## src/rtl/adc_sar_ctrl_if.sv

```systemverilog
// -----------------------------------------------------------------------------
// adc_sar_ctrl_if
// Signal bundle between the SAR sequencer and the rest of the system
// (register/CPU side plus the 4-channel analog ADC/DAC macro).
//
//   cfg_enable, cfg_ch_mask[3:0], cfg_continuous : configuration (to sequencer)
//   conv_req          : one-cycle sweep start pulse (to sequencer)
//   adc_result[3:0]   : raw comparator outputs, asynchronous (to sequencer)
//   dac_din0..3[7:0]  : DAC trial/final codes (from sequencer)
//   adc_sample[3:0]   : SAMPLE strobes, at most one bit high (from sequencer)
//   adc_sel[3:0]      : registered channel select (from sequencer)
//   busy, conv_done   : sweep status (from sequencer)
//   ch_data0..3[7:0], ch_valid[3:0] : latest codes and sticky valid flags
//   dbg_state[2:0]    : sequencer FSM state, for observation only
//
// master = sequencer view, slave = system/macro view.
// -----------------------------------------------------------------------------
interface adc_sar_ctrl_if;
  logic       cfg_enable;
  logic [3:0] cfg_ch_mask;
  logic       cfg_continuous;
  logic       conv_req;
  logic [3:0] adc_result;
  logic [7:0] dac_din0;
  logic [7:0] dac_din1;
  logic [7:0] dac_din2;
  logic [7:0] dac_din3;
  logic [3:0] adc_sample;
  logic [3:0] adc_sel;
  logic       busy;
  logic [7:0] ch_data0;
  logic [7:0] ch_data1;
  logic [7:0] ch_data2;
  logic [7:0] ch_data3;
  logic [3:0] ch_valid;
  logic       conv_done;
  logic [2:0] dbg_state;

  modport master (
    input  cfg_enable, cfg_ch_mask, cfg_continuous, conv_req, adc_result,
    output dac_din0, dac_din1, dac_din2, dac_din3, adc_sample, adc_sel, busy,
           ch_data0, ch_data1, ch_data2, ch_data3, ch_valid, conv_done, dbg_state
  );

  modport slave (
    output cfg_enable, cfg_ch_mask, cfg_continuous, conv_req, adc_result,
    input  dac_din0, dac_din1, dac_din2, dac_din3, adc_sample, adc_sel, busy,
           ch_data0, ch_data1, ch_data2, ch_data3, ch_valid, conv_done, dbg_state
  );
endinterface

```

## src/rtl/adc_sar_ctrl.sv

```systemverilog
// -----------------------------------------------------------------------------
// adc_sar_ctrl
// Successive-approximation sequencer for the 4-channel ADC/DAC macro. Each
// channel's DAC is the SAR reference: trial codes go out on dac_dinN, SAMPLE
// is pulsed, and the synchronized comparator output decides each bit, MSB
// first. Enabled channels are swept in ascending order, single-shot or
// back-to-back, and the last finished code per channel is held in ch_dataN.
//
// Ports:
//   mclk  : block clock
//   reset : synchronous, active-high reset
//   bus   : adc_sar_ctrl_if.master (configuration, conv_req, comparator in,
//           DAC codes, SAMPLE/SEL strobes, status, results, FSM debug state)
//
// Handshake: conv_req is a single-cycle start pulse honoured only in IDLE with
// cfg_enable high and a non-zero mask; busy is high from the first cycle after
// acceptance until the FSM is back in IDLE; conv_done is a one-cycle pulse in
// the DONE state. There is no back-pressure.
//
// Parameters: SETTLE_CYC (Din hold before SAMPLE, >=1), SAMPLE_CYC (SAMPLE
// width, >=1). Per bit: SETTLE_CYC + SAMPLE_CYC + 2 sync + 1 decide cycles.
//
// Optional build macro ADC_SAR_AVG_EN: each channel is converted four times
// and ch_data is the truncated mean (10-bit sum >> 2).
// -----------------------------------------------------------------------------
module adc_sar_ctrl #(
  parameter int SETTLE_CYC = 4,
  parameter int SAMPLE_CYC = 2
) (
  input  logic           mclk,
  input  logic           reset,
  adc_sar_ctrl_if.master bus
);

  typedef enum logic [2:0] {
    S_IDLE, S_SELECT, S_SETTLE, S_SAMPLE, S_SYNC, S_DECIDE, S_DONE
  } state_e;

  localparam int CNT_MAX0 = (SETTLE_CYC > SAMPLE_CYC) ? SETTLE_CYC : SAMPLE_CYC;
  localparam int CNT_MAX  = (CNT_MAX0 > 2) ? CNT_MAX0 : 2;
  localparam int CW       = $clog2(CNT_MAX + 1);
  localparam logic [CW-1:0] SETTLE_LAST = CW'(SETTLE_CYC - 1);
  localparam logic [CW-1:0] SAMPLE_LAST = CW'(SAMPLE_CYC - 1);
  localparam logic [CW-1:0] SYNC_LAST   = CW'(1);

  state_e          state_q, state_d;
  logic [1:0]      ch_q, ch_d;
  logic [3:0]      mask_q, mask_d;
  logic [3:0]      serviced_q, serviced_d;
  logic [7:0]      bit_q, bit_d;
  logic [7:0]      code_q, code_d;
  logic [CW-1:0]   cnt_q, cnt_d;
  logic [3:0][7:0] dac_q, dac_d;
  logic [3:0][7:0] data_q, data_d;
  logic [3:0]      valid_q, valid_d;
  logic [3:0]      sel_q;
  logic [3:0]      sync1_q, sync2_q;
`ifdef ADC_SAR_AVG_EN
  logic [1:0]      rep_q, rep_d;
  logic [9:0]      sum_q, sum_d;
  logic [9:0]      sum_n;
`endif

  logic [3:0] pending;
  logic [1:0] pick;
  logic [7:0] code_n;
  logic [7:0] bit_n;

  always_ff @(posedge mclk) begin
    if (reset) begin
      state_q    <= S_IDLE;
      ch_q       <= '0;
      mask_q     <= '0;
      serviced_q <= '0;
      bit_q      <= '0;
      code_q     <= '0;
      cnt_q      <= '0;
      dac_q      <= '0;
      data_q     <= '0;
      valid_q    <= '0;
      sel_q      <= '0;
      sync1_q    <= '0;
      sync2_q    <= '0;
`ifdef ADC_SAR_AVG_EN
      rep_q      <= '0;
      sum_q      <= '0;
`endif
    end else begin
      state_q    <= state_d;
      ch_q       <= ch_d;
      mask_q     <= mask_d;
      serviced_q <= serviced_d;
      bit_q      <= bit_d;
      code_q     <= code_d;
      cnt_q      <= cnt_d;
      dac_q      <= dac_d;
      data_q     <= data_d;
      valid_q    <= valid_d;
      sel_q      <= bus.cfg_ch_mask & {4{bus.cfg_enable}};
      // Comparator outputs are asynchronous; only sync2_q is ever decoded.
      sync1_q    <= bus.adc_result;
      sync2_q    <= sync1_q;
`ifdef ADC_SAR_AVG_EN
      rep_q      <= rep_d;
      sum_q      <= sum_d;
`endif
    end
  end

  always_comb begin
    state_d    = state_q;
    ch_d       = ch_q;
    mask_d     = mask_q;
    serviced_d = serviced_q;
    bit_d      = bit_q;
    code_d     = code_q;
    cnt_d      = cnt_q;
    dac_d      = dac_q;
    data_d     = data_q;
    valid_d    = valid_q;
`ifdef ADC_SAR_AVG_EN
    rep_d      = rep_q;
    sum_d      = sum_q;
`endif

    // Lowest-numbered masked channel not yet serviced in this sweep.
    pending = mask_q & ~serviced_q;
    pick    = 2'd0;
    for (int i = 3; i >= 0; i--) begin
      if (pending[i]) pick = 2'(i);
    end

    code_n = sync2_q[ch_q] ? (code_q | bit_q) : code_q;
    bit_n  = bit_q >> 1;
`ifdef ADC_SAR_AVG_EN
    sum_n  = sum_q + {2'b00, code_n};
`endif

    // Dropping enable abandons the sweep without touching results.
    if (!bus.cfg_enable) begin
      state_d = S_IDLE;
    end else begin
      unique case (state_q)
        S_IDLE: begin
          if (bus.conv_req && (bus.cfg_ch_mask != 4'd0)) begin
            mask_d     = bus.cfg_ch_mask;
            serviced_d = '0;
            valid_d    = '0;
`ifdef ADC_SAR_AVG_EN
            rep_d      = '0;
            sum_d      = '0;
`endif
            state_d    = S_SELECT;
          end
        end
        S_SELECT: begin
          if (pending == 4'd0) begin
            state_d = S_DONE;
          end else begin
            ch_d        = pick;
            bit_d       = 8'h80;
            code_d      = 8'h00;
            dac_d[pick] = 8'h80;
            cnt_d       = '0;
            state_d     = S_SETTLE;
          end
        end
        S_SETTLE: begin
          if (cnt_q == SETTLE_LAST) begin
            cnt_d   = '0;
            state_d = S_SAMPLE;
          end else begin
            cnt_d = cnt_q + 1'b1;
          end
        end
        S_SAMPLE: begin
          if (cnt_q == SAMPLE_LAST) begin
            cnt_d   = '0;
            state_d = S_SYNC;
          end else begin
            cnt_d = cnt_q + 1'b1;
          end
        end
        S_SYNC: begin
          if (cnt_q == SYNC_LAST) begin
            cnt_d   = '0;
            state_d = S_DECIDE;
          end else begin
            cnt_d = cnt_q + 1'b1;
          end
        end
        S_DECIDE: begin
          if (bit_q != 8'h01) begin
            code_d      = code_n;
            bit_d       = bit_n;
            dac_d[ch_q] = code_n | bit_n;
            cnt_d       = '0;
            state_d     = S_SETTLE;
          end else begin
            // The DAC is left parked on the final code of this conversion.
            dac_d[ch_q] = code_n;
`ifdef ADC_SAR_AVG_EN
            if (rep_q == 2'd3) begin
              data_d[ch_q]     = sum_n[9:2];
              valid_d[ch_q]    = 1'b1;
              serviced_d[ch_q] = 1'b1;
              rep_d            = '0;
              sum_d            = '0;
            end else begin
              // Not serviced yet, so SELECT restarts the same channel.
              rep_d = rep_q + 2'd1;
              sum_d = sum_n;
            end
`else
            data_d[ch_q]     = code_n;
            valid_d[ch_q]    = 1'b1;
            serviced_d[ch_q] = 1'b1;
`endif
            state_d = S_SELECT;
          end
        end
        S_DONE: begin
          if (bus.cfg_continuous) begin
            mask_d     = bus.cfg_ch_mask;
            serviced_d = '0;
            valid_d    = '0;
            state_d    = S_SELECT;
          end else begin
            state_d = S_IDLE;
          end
        end
        default: state_d = S_IDLE;
      endcase
    end
  end

  assign bus.dac_din0   = dac_q[0];
  assign bus.dac_din1   = dac_q[1];
  assign bus.dac_din2   = dac_q[2];
  assign bus.dac_din3   = dac_q[3];
  assign bus.ch_data0   = data_q[0];
  assign bus.ch_data1   = data_q[1];
  assign bus.ch_data2   = data_q[2];
  assign bus.ch_data3   = data_q[3];
  assign bus.ch_valid   = valid_q;
  assign bus.adc_sel    = sel_q;
  assign bus.adc_sample = (state_q == S_SAMPLE) ? (4'b0001 << ch_q) : 4'b0000;
  assign bus.busy       = (state_q != S_IDLE);
  // A sweep aborted by enable in DONE must not report completion.
  assign bus.conv_done  = (state_q == S_DONE) && bus.cfg_enable;
  assign bus.dbg_state  = state_q;

endmodule
```

## src/flat_wrapper.sv

```systemverilog
// flat-port wrapper written by rule: the top's interface ports become plain ports
module adc_sar_ctrl_flat 
#(
  parameter int SETTLE_CYC = 4,
  parameter int SAMPLE_CYC = 2
)
  (mclk, reset, bus_cfg_enable, bus_cfg_ch_mask, bus_cfg_continuous, bus_conv_req, bus_adc_result, bus_dac_din0, bus_dac_din1, bus_dac_din2, bus_dac_din3, bus_adc_sample, bus_adc_sel, bus_busy, bus_ch_data0, bus_ch_data1, bus_ch_data2, bus_ch_data3, bus_ch_valid, bus_conv_done, bus_dbg_state);
  adc_sar_ctrl_if bus_i ();
  input  logic mclk;
  input  logic reset;
  input wire logic [$bits(bus_i.cfg_enable)-1:0] bus_cfg_enable;
  input wire logic [$bits(bus_i.cfg_ch_mask)-1:0] bus_cfg_ch_mask;
  input wire logic [$bits(bus_i.cfg_continuous)-1:0] bus_cfg_continuous;
  input wire logic [$bits(bus_i.conv_req)-1:0] bus_conv_req;
  input wire logic [$bits(bus_i.adc_result)-1:0] bus_adc_result;
  output wire logic [$bits(bus_i.dac_din0)-1:0] bus_dac_din0;
  output wire logic [$bits(bus_i.dac_din1)-1:0] bus_dac_din1;
  output wire logic [$bits(bus_i.dac_din2)-1:0] bus_dac_din2;
  output wire logic [$bits(bus_i.dac_din3)-1:0] bus_dac_din3;
  output wire logic [$bits(bus_i.adc_sample)-1:0] bus_adc_sample;
  output wire logic [$bits(bus_i.adc_sel)-1:0] bus_adc_sel;
  output wire logic [$bits(bus_i.busy)-1:0] bus_busy;
  output wire logic [$bits(bus_i.ch_data0)-1:0] bus_ch_data0;
  output wire logic [$bits(bus_i.ch_data1)-1:0] bus_ch_data1;
  output wire logic [$bits(bus_i.ch_data2)-1:0] bus_ch_data2;
  output wire logic [$bits(bus_i.ch_data3)-1:0] bus_ch_data3;
  output wire logic [$bits(bus_i.ch_valid)-1:0] bus_ch_valid;
  output wire logic [$bits(bus_i.conv_done)-1:0] bus_conv_done;
  output wire logic [$bits(bus_i.dbg_state)-1:0] bus_dbg_state;
  assign bus_i.cfg_enable = bus_cfg_enable;
  assign bus_i.cfg_ch_mask = bus_cfg_ch_mask;
  assign bus_i.cfg_continuous = bus_cfg_continuous;
  assign bus_i.conv_req = bus_conv_req;
  assign bus_i.adc_result = bus_adc_result;
  assign bus_dac_din0 = bus_i.dac_din0;
  assign bus_dac_din1 = bus_i.dac_din1;
  assign bus_dac_din2 = bus_i.dac_din2;
  assign bus_dac_din3 = bus_i.dac_din3;
  assign bus_adc_sample = bus_i.adc_sample;
  assign bus_adc_sel = bus_i.adc_sel;
  assign bus_busy = bus_i.busy;
  assign bus_ch_data0 = bus_i.ch_data0;
  assign bus_ch_data1 = bus_i.ch_data1;
  assign bus_ch_data2 = bus_i.ch_data2;
  assign bus_ch_data3 = bus_i.ch_data3;
  assign bus_ch_valid = bus_i.ch_valid;
  assign bus_conv_done = bus_i.conv_done;
  assign bus_dbg_state = bus_i.dbg_state;
  adc_sar_ctrl #(.SETTLE_CYC(SETTLE_CYC), .SAMPLE_CYC(SAMPLE_CYC)) u_core (.mclk(mclk), .reset(reset), .bus(bus_i));
endmodule
```

## config.mk

```make
export PLATFORM = sky130hd
export DESIGN_NAME = adc_sar_ctrl_flat
export DESIGN_NICKNAME = d
export VERILOG_FILES = /design/src/rtl/adc_sar_ctrl_if.sv /design/src/rtl/adc_sar_ctrl.sv /design/src/flat_wrapper.sv
export SDC_FILE = /design/constraint.sdc
export NUM_CORES = 1
export LEC_CHECK = 0
export CAP_MARGIN = 20
export CORE_MARGIN = 2
export CORE_UTILIZATION = 51
export CTS_CLUSTER_DIAMETER = 60
export DETAILED_ROUTE_END_ITERATION = 12
export GPL_ROUTABILITY_DRIVEN = 0
export PLACE_DENSITY = 0.89
export SLEW_MARGIN = 15
export SYNTH_ARGS = -nofsm -noshare
export SYNTH_HDL_FRONTEND = slang
export SYNTH_SLANG_ARGS = --single-unit
export TNS_END_PERCENT = 5
```

## constraint.sdc

```tcl
create_clock -name mclk -period 2.3 [get_ports mclk]
set_input_delay 0.46 -clock mclk [delete_from_list [all_inputs] [get_ports mclk]]
set_output_delay 0.46 -clock mclk [all_outputs]
set_load 0.005 [all_outputs]
```

---- After elaboration in Yosys (flattened, before gate mapping) ----
Index checks and enable logic that the tools add are counted.
word-level totals
  bits in registers ....................... 112
  input port bits ......................... 13
  output and inout bits ................... 81
  logic and storage cells ................. 125
operators by class
  muxes and demuxes ....................... 48
  add/sub/neg operators ................... 1
  shifts and indexed selects .............. 1
  reduce and logical (&&, ||, !) cells .... 22
  equal/unequal tests ..................... 17
  order comparisons ....................... 4
  bitwise logic cells ..................... 13
operator list
  kind                                                   count
  bitwise mux 32 bit                                     3
  2-to-1 mux 32 bit                                      2
  one-hot mux 32 bit (2 select lines)                    1
  2-to-1 mux 8 bit                                       7
  demux 8 bit (select 2 bit)                             2
  one-hot mux 8 bit (2 select lines)                     2
  bitwise AND 28 bit                                     1
  2-to-1 mux 4 bit                                       7
  inverter 28 bit                                        1
  2-to-1 mux 3 bit                                       9
  one-hot mux 4 bit (3 select lines)                     2
  one-hot mux 3 bit (7 select lines)                     1
  AND reduction 4 bit                                    4
  bitwise OR 4 bit                                       3
  one-hot mux 3 bit (4 select lines)                     1
  2-to-1 mux 2 bit                                       5
  inequality test 2 x 1 -> 1 bit, second input constant  5
  equality test 3 x 2 -> 1 bit, second input constant    3
  equality test 3 bit, second input constant             3
  AND reduction 3 bit                                    3
  bitwise AND 4 bit                                      2
  inequality test 8 x 1 -> 1 bit, second input constant  1
  bitwise OR 8 x 7 -> 8 bit                              1
  bitwise OR 8 bit                                       1
  other kinds (20)                                       36

---- Depth between registers and ports, before layout ----
Gate-level depths: netlist (run 1).
  depth in word-level cells ............... 14
  gate-level depth with buffers ........... 7
  mapped depth without buffers ............ 7

---- Worst setup path after synthesis (run 1) ----
OpenSTA, ideal clock, no wires.
  kind .................................... input-to-reg
  start ................................... in bus_cfg_enable
  end ..................................... reg u_core.data_q, in the netlist u_core.bus.ch_data0[7]
  setup time .............................. 0.065 ns
  stages .................................. 6
  path buffers ............................ 1
  setup slack ............................. 0.496 ns
  arrival ................................. 1.739 ns
  data required time ...................... 2.235 ns
  path through ............................ buf_2 > and4b_1 > nand3_4 > nor3_4 > mux2_2 > nor2_1
between the ends
  cells in the longest elaborated chain, start to end .. 1
ends and longest elaborated chain
  item                                  line                text
  start, declared                       flat_wrapper.sv:11  input wire logic [$bits(bus_i.cfg_enable)-1:0] bus_cfg_enable;
  AND reduction 3 bit (no source line)  n/a
  end signal, assigned                  adc_sar_ctrl.sv:97  data_q <= data_d;
  end, declared                         adc_sar_ctrl.sv:54  logic [3:0][7:0] data_q, data_d;
Every way passes these cells.
A chain may end at the register's enable or synchronous reset.

---- Worst setup path after layout (run 1) ----
  start ................................... reg u_core.state_q[2] (netlist: u_core.bus.dbg_state[2])
  end ..................................... out bus_busy
between the ends
  cells in the longest elaborated chain, start to end .. 1
ends and longest elaborated chain
  item                    line                 text
  start, declared         adc_sar_ctrl.sv:46   state_e state_q, state_d;
  start signal, assigned  adc_sar_ctrl.sv:89   state_q <= state_d;
  nonzero test 3 bit      adc_sar_ctrl.sv:248  assign bus.busy = (state_q != S_IDLE);
  end, declared           flat_wrapper.sv:22   output wire logic [$bits(bus_i.busy)-1:0] bus_busy;
Every way passes these cells.

==> results.md, run 1 <==
- Leading area contributor after synthesis: dfxtp_1
- DRT Wirelength: around 12 mm
- Post-DP Area: 0.00585 mm²
- Crit-path max FO: 17
- Post-synthesis compound-gate area fraction: 24.0%
- Flops & latches, synth: 112
- Unique cell type count in the Yosys netlist: 61
- Worst path required time: 1.84 ns
- Drt first pass iters: 5
- Reg2Reg Depth: 5
- FF-to-FF End: u_core.bus.dac_din0[2]
- Bufs on Longest Clock Path: 2
- Syn-to-layout area delta: 32.2%
- CP Class: register to output pin
- Routed WL per cell: approximately 17 µm
- Worst Path Arrival: 1.75 ns
- Worst hold path class: register to register
- Asr flop ratio synth: 0%
- Port Buf Inserts: 93
- Share of layout cells above drive strength 1: between 10% and 20%
- Synth top area share: between 40% and 50%
- Seq/Total Area, Yosys: 48.8%
- Final setup violation count: 0
- Core Region: between 0.008 and 0.009 mm²
- Max-slew violation count: 0
- Routed metal-1 wire length: 5.21 mm
- Initial core utilization: 52.7%
- Final HPWL DP: 8.41 mm
- Starting DRT DRC Count: 265
- Routed Antenna Nets: 0
- Cells after synthesis: ~460
- Most used DFF post-synth: dfxtp_1
- Synth Area in Adders: 1.36%
- Mux contribution to synthesized area: 2.86%
- CTS clock-pin slew for the worst setup and hold paths: 0.11 ns
- Cell Area, Synth: 0.00460 mm²
- Largest net degree at the start of global routing: 51
- Xor/xnor share of the synthesized area: 0.190%
- Layout net count: 598
- Pwr dens: 563 mW/mm²
- Max cap viols: 0
- Congestion Overflow GR: 0
- Final min period: approximately 2.2 ns
- Post-synth EDFFs: 0
- Worst r2r src: u_core.ch_q[0]
- H-tree depth: 3
- VDD IR max: ~0.41 mV
- Tcrit/Tclk final: 96.1%
- Maximum clock rate: ~0.45 GHz
- Drc violations: 0
- Clock Tree Root: clkbuf_8
- R2r setup slk: 0.34 ns
- Slew headroom: 59.4%
- Worst Max-Slew Pin Slew: 0.601 ns
- Die width: 99.0 µm
- Unrepaired setup endpoints after global routing: false
- Routed vias: 3989
- Placed instance count: slightly below 700
- Syn_nets: about 480
- CTS Sinks: 112
- Main combinational cell family by area after synthesis: compound AO/OA/AOI/OAI gates
- Dominant cells by area after synthesis: dfxtp_1 49%, o2bb2ai_1 5.5%, nor2_1 5.3%, a211oi_1 4.9%, nor2b_1 2.4%
- Util after Layout: between 60% and 70%
- Simple logic cell fraction of the synthesized area: 19.5%
- Initial antenna violation count: 0
- Design Area, Final: between 0.006 and 0.007 mm²
- Number of global-route vias before repair: 3960
- CTS tree: done
- Ports: between 90 and 100
- Worst Hold Endpoint: u_core.sync2_q[3]
- Fin cells: 693
- Endpoints failing hold: 0
- Fin Clk Skew: 0.00876 ns
- Outcome: finished clean
- # fillers: 604
- Antenna cells: 0
- CP Capture Type: output pin
- Skew-Pair Late Insertion Delay: ~0.37 ns
- Top sig layer: met4
- First-pass GRT wire length: ~19 mm
- Min-Delay Startpoint: u_core.sync1_q[3]
- Mean Syn Cell Area: ~10 µm²
- GRT Util Overall: between 20% and 30%
- Die area: just under 0.01 mm²
- TritonCTS buffer count: 9
- Hold_buf cts: 0
- Yosys warns: 0
- Rows: 34
- Hold Path Stages: 1
- Pleak: 2.06 nW
- Crit. Startpoint: u_core.bus.dbg_state[2]
- Vias per inst: around 5.8
- Worst setup SP type: register
- Die H: approximately 100 µm
- Met2 wire length: 5.57 mm
- Post-CTS Setup Bufs: 0
- Met3 WL: 585 µm
-- placed cells by master (no fill, tap or decap), drive strengths merged, types with 2 or more instances in the layout --
cell type      count
a211oi            33
ha                 5
nor4               3
nor2              69
nor3              16
a31oi              7
o2bb2ai           29
o21ai             12
inv                9
or2                2
nand2b             7
clkdlybuf4s50     92
nor2b             18
and4               2
or3                4
buf               38
and2b             10
nand3              5
a21oi             26
clkbuf            10
and2               6
clkinv             3
o41ai              2
a221oi             3
mux2               6
mux2i              6
nand2             16
a311oi             2
o21a               9
a22o               7
dfxtp            112
-- worst max path at each step --
stage,end,cells past startpoint
2_1_floorplan,u_core.bus.ch_data0[7],6
3_3_place_gp,u_core.bus.ch_data0[7],6
3_5_place_dp,u_core.bus.dac_din0[4],7
4_1_cts,bus_adc_sample[0],4
5_1_grt,bus_adc_sample[2],3
6_report,bus_busy,3
-- area by class of cell --
class                      count  area (µm²)  share of cell area (%)
sequential                   112        2240                    36.9
tap                          108         135                    2.22
clock buffer                  10         128                    2.10
clock inverter                 6        80.1                    1.32
multi-input combinational    319        2220                    36.5
timing repair buffer         130        1240                    20.5
inverter                       8        30.0                   0.494
-- cell usage after synthesis (all sizes together) (10+ instances only) --
cell type	number
dfxtp	112
nor2	69
a211oi	33
o2bb2ai	29
a21oi	26
nor2b	18
nand2	16
nor3	16
buf	13
o21ai	12
and2b	10
-- layer usage --
| metal | vias up | GRT usage [%] |
|---|---|---|
| met4 | 0 | 9.27 |
| met5 | - | 0 |
| met1 | 1907 | 32.2 |
| met3 | 25 | 4.04 |
| li1 | 1915 | - |
| met2 | 142 | 39.8 |
-- report_power, final --
group	internal (mW)	switching, mW	total [mW]	leakage (nW)
Combinational	0.107	0.127	0.234	1.05
Sequential	1.96	0.0138	1.97	0.906
Clock	0.522	0.694	1.22	0.0998
Total	2.59	0.834	3.42	2.06
-- state kept, by name, summed over array words and instances (netlist names), 8 cells and up --
signal / flops
u_core.bit_q: 8
u_core.bus.ch_data0: 8
u_core.bus.ch_data1: 8
u_core.bus.ch_data2: 8
u_core.bus.ch_data3: 8
u_core.bus.dac_din0: 8
u_core.bus.dac_din1: 8
u_core.bus.dac_din2: 8
u_core.bus.dac_din3: 8
u_core.code_q: 8
-- cell families (layout without fill, tap and decap cells) --
logic type                 count (synthesis)  in the layout
AOI/OAI and AO/OA                        138            138
xor gates and xnor gates                   1              1
adders and majority gates                  5              5
buffers and inverters                     30            154
DFF                                      112            112
muxes                                     12             12
and+or+nand+nor                          163            163
-- timing repair --
action,in CTS,in global routing
gates resized for setup,2,4
pin swaps,0,0
endpoints found under the setup margin,4,4
cloned,0,0
-- stage by stage --
step / worst slack, ns / total power, mW / hold slack, ns / TNS, ns
after floorplan: 0.496 / 2.16 / 0.414 / 0
after global placement: 0.0986 / 2.24 / 0.417 / 0
after detailed placement: -0.00476 / 2.25 / 0.426 / -0.00476
after CTS: 0.0242 / 3.43 / 0.451 / 0
after global routing: 0.0208 / 3.53 / 0.476 / 0
final: 0.0889 / 3.42 / 0.447 / 0
-- critical path, cell delays in order, from the launching register on --
cell             delay [ns]
dfxtp_1                0.35
buf_6                  0.16
or3_1                  0.40
clkdlybuf4s50_1        0.46
Note: power is estimated with default switching activity, not from simulation.
==> inputs of run 2 (changes only) <==
--- a/config.mk
+++ b/config.mk
@@ -5,7 +5,6 @@
 export SDC_FILE = /design/constraint.sdc
 export NUM_CORES = 1
 export LEC_CHECK = 0
-export CAP_MARGIN = 20
 export CORE_MARGIN = 2
 export CORE_UTILIZATION = 51
 export CTS_CLUSTER_DIAMETER = 60
==> constraint.sdc (replaced) <==
create_clock -name mclk -period 2.3 [get_ports mclk]
set_input_delay 0.345 -clock mclk [delete_from_list [all_inputs] [get_ports mclk]]
set_output_delay 0.345 -clock mclk [all_outputs]
set_load 0.005 [all_outputs]
==> results.md, run 2 (synthesized netlist as in run 1, its figures left out) <==
- Outcome: finished clean
- Routed WL per cell: 16.8 µm (+0.68%)
- Most frequent cells in the layout: 110 x dfxtp_1, 92 x clkdlybuf4s50_1, 65 x nor2_1
- PostCTS Resize Cnt: 3 (+1)
- Routed Antenna Nets: 0 (unchanged)
- Port Buf Inserts: 93 (unchanged)
- Fin cells: 685 (-1.2%)
- Worst path max stage delay: 0.46 ns (about the same)
- GRT Util Overall: 23.9% (-0.36 points)
- VDD IR max: 0.391 mV (-4.2%)
- Final setup violation count: 0 (unchanged)
- CP Class: register to output pin
- Bufs on Longest Clock Path: 2 (unchanged)
- Worst Max-Slew Pin Slew: 0.825 ns (+0.225 ns)
- Skew-Pair Late Insertion Delay: 0.37 ns (about the same)
- Die width: 99.0 µm (unchanged)
- Worst path required time: 1.96 ns (+0.12 ns)
- Crit-path max FO: 13 (-4)
- Initial antenna violation count: 0 (unchanged)
- Die H: 99.0 µm (unchanged)
- Post-CTS Setup Bufs: 0 (unchanged)
- Layout net count: 590 (-1.3%)
- Share of layout cells above drive strength 1: 14.0% (-1.2 points)
- Unrepaired setup endpoints after global routing: false
- DRT Wirelength: 11.5 mm (-0.48%)
- First-pass GRT wire length: 19.0 mm (-1.7%)
- Die area: 0.00979 mm² (unchanged)
- Util after Layout: 68.4% (-1.3 points)
- Critical path, cell by cell: buf_4 -> or3_1 -> clkdlybuf4s50_1
- Syn-to-layout area delta: 29.7%
- Placed instance count: 669 (-1.2%)
- Worst Path Arrival: 1.82 ns (+0.07 ns)
- Core Region: 0.00872 mm² (unchanged)
- Congestion Overflow GR: 0 (unchanged)
- Maximum clock rate: 0.462 GHz (+2.2%)
- Slew headroom: 44.6% (-15 points)
- Initial core utilization: 52.7% (unchanged)
- Hold_buf cts: 0 (unchanged)
- Fin Clk Skew: 0.0153 ns (+0.00655 ns)
- CP Capture Type: output pin
- Max cap viols: 0 (unchanged)
- Routed vias: 3984 (-0.13%)
- Antenna cells: 0 (unchanged)
- Clock Tree Root: clkbuf_8
- Endpoints failing hold: 0 (unchanged)
- Worst setup SP type: register
- Ports: 94 (unchanged)
- CTS Sinks: 112 (unchanged)
- Pleak: 2.00 nW (-2.8%)
- H-tree depth: 3 (unchanged)
- Pwr dens: 572 mW/mm² (+1.7%)
- Vias per inst: 5.82 (+1.0%)
- Tcrit/Tclk final: 94.1% (-2.0 points)
- Power Total: 3.41 mW (-0.25%)
- CTS clock-pin slew for the worst setup and hold paths: 0.11 ns (about the same)
- Final min period: 2.16 ns (-0.0466 ns)
- Final HPWL DP: 8.36 mm (-0.57%)
- Max-slew violation count: 0 (unchanged)
- TritonCTS buffer count: 9 (unchanged)
- CTS tree: done
- Number of global-route vias before repair: 3748 (-5.4%)
- Fin Setup TNS: 0 ns (unchanged)
- Drt first pass iters: 5 (unchanged)
- Drc violations: 0 (unchanged)
- Worst hold path class: input port to register
- Largest net degree at the start of global routing: 30 (-41%)
- Rows: 34 (unchanged)
- Starting DRT DRC Count: 255 (-3.8%)
- Slowest stage cell, crit path: clkdlybuf4s50_1
- Most common cell after layout, fill and taps aside: dfxtp_1
-- run 2: area by class of cell --
| type | instances | area (µm²) |
|---|---|---|
| clock inverters | 5 | 62.6 |
| clock buffers | 11 | 141 |
| well taps | 108 | 135 |
| flip-flops and latches | 112 | 2240 |
| repair buffers | 122 | 1140 |
| inverters | 8 | 30.0 |
| fillers | 632 | 2760 |
| multi-input cells | 319 | 2210 |
-- run 2: critical path: cells and delay by family, from the launching register on --
kind | cells | cell delay (ns)
buffers and inverters | 2 | 0.64
DFF | 1 | 0.41
and+or+nand+nor | 1 | 0.40
-- run 2: worst paths after layout --
check | slack (ns) | cells past startpoint | end | startpoint
max | 0.14 | 3 | bus_busy | u_core.bus.dbg_state[2]
min | 0.35 | 2 | u_core.mask_q[0] | reset
max reg2reg | 0.34 | 5 | u_core.bus.dac_din3[4] | u_core.ch_q[0]
min reg2reg | 0.45 | 1 | u_core.sync2_q[0] | u_core.sync1_q[0]
-- run 2: per-stage QoR --
stage                     setup WS (ns)  hold WS, ns  area [µm²]
after CTS                        0.0942        0.344        5960
after global routing             0.0200        0.385        5960
final                             0.136        0.347        5960
after global placement            0.246        0.419        5750
after floorplan                   0.552        0.414        4600
after detailed placement          0.103        0.431        5750
-- run 2: routing by layer --
metal  vias up  track usage, %  wire length, µm
met5         -               0                0
met4         0            6.74              176
met3        19            3.19              668
met2       162            39.2             5580
met1      1896            33.3             5110
li1       1907               -                -
-- run 2: where the power goes --
| part | switching, mW | internal, mW |
|---|---|---|
| Clock | 0.676 | 0.543 |
| Combinational | 0.121 | 0.0986 |
| Sequential | 0.0163 | 1.96 |
| Total | 0.813 | 2.60 |
==> inputs of run 3 (changes only) <==
--- a/config.mk
+++ b/config.mk
@@ -5,12 +5,14 @@
 export SDC_FILE = /design/constraint.sdc
 export NUM_CORES = 1
 export LEC_CHECK = 0
+export ABC_CLOCK_PERIOD_IN_PS = 2300
 export CORE_MARGIN = 2
 export CORE_UTILIZATION = 51
 export CTS_CLUSTER_DIAMETER = 60
 export DETAILED_ROUTE_END_ITERATION = 12
 export GPL_ROUTABILITY_DRIVEN = 0
 export PLACE_DENSITY = 0.89
+export SETUP_SLACK_MARGIN = 0.05
 export SLEW_MARGIN = 15
 export SYNTH_ARGS = -nofsm -noshare
 export SYNTH_HDL_FRONTEND = slang
==> results.md, run 3 (synthesized netlist as in run 1, its figures left out) <==
- Outcome: finished clean
- CP Capture Type: output pin
- Drt first pass iters: 5 (unchanged)
- Ports: 94 (unchanged)
- Skew-Pair Late Insertion Delay: 0.37 ns (about the same)
- Hold_buf cts: 0 (unchanged)
- Max cap viols: 0 (unchanged)
- Worst Max-Slew Pin Slew: 0.850 ns (+0.0250 ns)
- Initial core utilization: 52.7% (unchanged)
- Final setup violation count: 0 (unchanged)
- Bufs on Longest Clock Path: 2 (unchanged)
- Util after Layout: 68.5% (about the same)
- Largest net degree at the start of global routing: 30 (unchanged)
- Worst hold path class: input port to register
- Fin Setup TNS: 0 ns (unchanged)
- Syn-to-layout area delta: 29.8% (about the same)
- DRT Wirelength: 11.6 mm (+0.33%)
- CTS clock-pin slew for the worst setup and hold paths: 0.10 ns (about the same)
- Die H: 99.0 µm (unchanged)
- Final HPWL DP: 8.36 mm (unchanged)
- Maximum clock rate: 0.460 GHz (-0.37%)
- Most frequent cells in the layout: 110 x dfxtp_1, 92 x clkdlybuf4s50_1, 65 x nor2_1
- Tcrit/Tclk final: 94.5% (+0.35 points)
- Worst path required time: 1.96 ns (about the same)
- CTS tree: done
- Endpoints failing hold: 0 (unchanged)
- Routed WL per cell: 16.9 µm (+0.33%)
- Port Buf Inserts: 93 (unchanged)
- Core Region: 0.00872 mm² (unchanged)
- Clock Tree Root: clkbuf_8
- CP Class: register to output pin
- Antenna cells: 0 (unchanged)
- Hold Path Stages: 2 (unchanged)
- First-pass GRT wire length: 19.0 mm (unchanged)
- Fin cells: 685 (unchanged)
- Worst Path Arrival: 1.83 ns (about the same)
- Routed Antenna Nets: 0 (unchanged)
- Layout net count: 590 (unchanged)
- Setup slack after layout: 0.128 ns (-0.00801 ns)
- TritonCTS buffer count: 9 (unchanged)
- VDD IR max: 0.391 mV (-0.12%)
- CTS Sinks: 112 (unchanged)
- Dpl ws: 0.103 ns (unchanged)
- Pwr dens: 571 mW/mm² (-0.13%)
- Drc violations: 0 (unchanged)
- Die area: 0.00979 mm² (unchanged)
- Congestion Overflow GR: 0 (unchanged)
- Fin Clk Skew: 0.0139 ns (-0.00138 ns)
- Rows: 34 (unchanged)
- Vias per inst: 5.76 (-0.95%)
- GRT Util Overall: 23.9% (unchanged)
- Reg2Reg Depth: 5 (unchanged)
- Slew headroom: 42.9% (-1.7 points)
- Starting DRT DRC Count: 237 (-7.1%)
- Initial antenna violation count: 0 (unchanged)
- Unrepaired setup endpoints after global routing: false
- Pleak: 2.00 nW (about the same)
- H-tree depth: 3 (unchanged)
- Number of global-route vias before repair: 3748 (unchanged)
- Die width: 99.0 µm (unchanged)
- Placed instance count: 669 (unchanged)
- Crit-path max FO: 13 (unchanged)
- Worst setup SP type: register
- Max-slew violation count: 0 (unchanged)
- Most common cell after layout, fill and taps aside: dfxtp_1
- Routed vias: 3946 (-0.95%)
- Final min period: 2.17 ns (+0.00801 ns)
- Share of layout cells above drive strength 1: 14.0% (unchanged)
[run 3: timing repair]
item,in CTS,in global routing
setup buffers,0,0
endpoints found under the setup margin,4,4
resized for setup,3,2
[run 3: layout make-up]
cell class,instances,area [µm²]
Tap cell,108,135
Fill cell,629,2750
Timing Repair Buffer,122,1140
Clock inverter,5,62.6
Multi-Input combinational cell,319,2210
Sequential cell,112,2240
Clock buffer,11,141
Inverter,8,30.0
[run 3: path summary, 6_finish.rpt]
check / from / endpoint / slack, ns
hold reg to reg: u_core.sync1_q[1] / u_core.sync2_q[1] / 0.45
setup reg to reg: u_core.ch_q[0] / u_core.bus.dac_din3[4] / 0.34
setup / recovery: u_core.bus.dbg_state[2] / bus_busy / 0.13
hold / removal: reset / u_core.mask_q[0] / 0.35
[run 3: power breakdown]
part           internal (mW)  switching (mW)
Combinational         0.0988           0.122
Sequential              1.96          0.0165
Clock                  0.543           0.673
Total                   2.60           0.811
[run 3: layer usage]
metal  wire (µm)  track usage [%]  vias to the layer above
met4         180             6.74                        0
met2        5600             39.2                      144
met1        5190             33.3                     1874
met3         606             3.19                       20
li1            -                -                     1908
met5           0                0                        -
[run 3: per-stage QoR]
stage | hold WS [ns] | power [mW] | cell area [µm²]
after global placement | 0.419 | 2.23 | 5750
final | 0.350 | 3.41 | 5970
after CTS | 0.344 | 3.40 | 5960
after global routing | 0.385 | 3.51 | 5970
after floorplan | 0.414 | 2.16 | 4600
after detailed placement | 0.431 | 2.23 | 5750
[run 3: critical path, stage by stage, from the launching register on]
cell and delay, ns:
dfxtp_2 0.42, buf_4 0.18, or3_1 0.40, clkdlybuf4s50_1 0.46
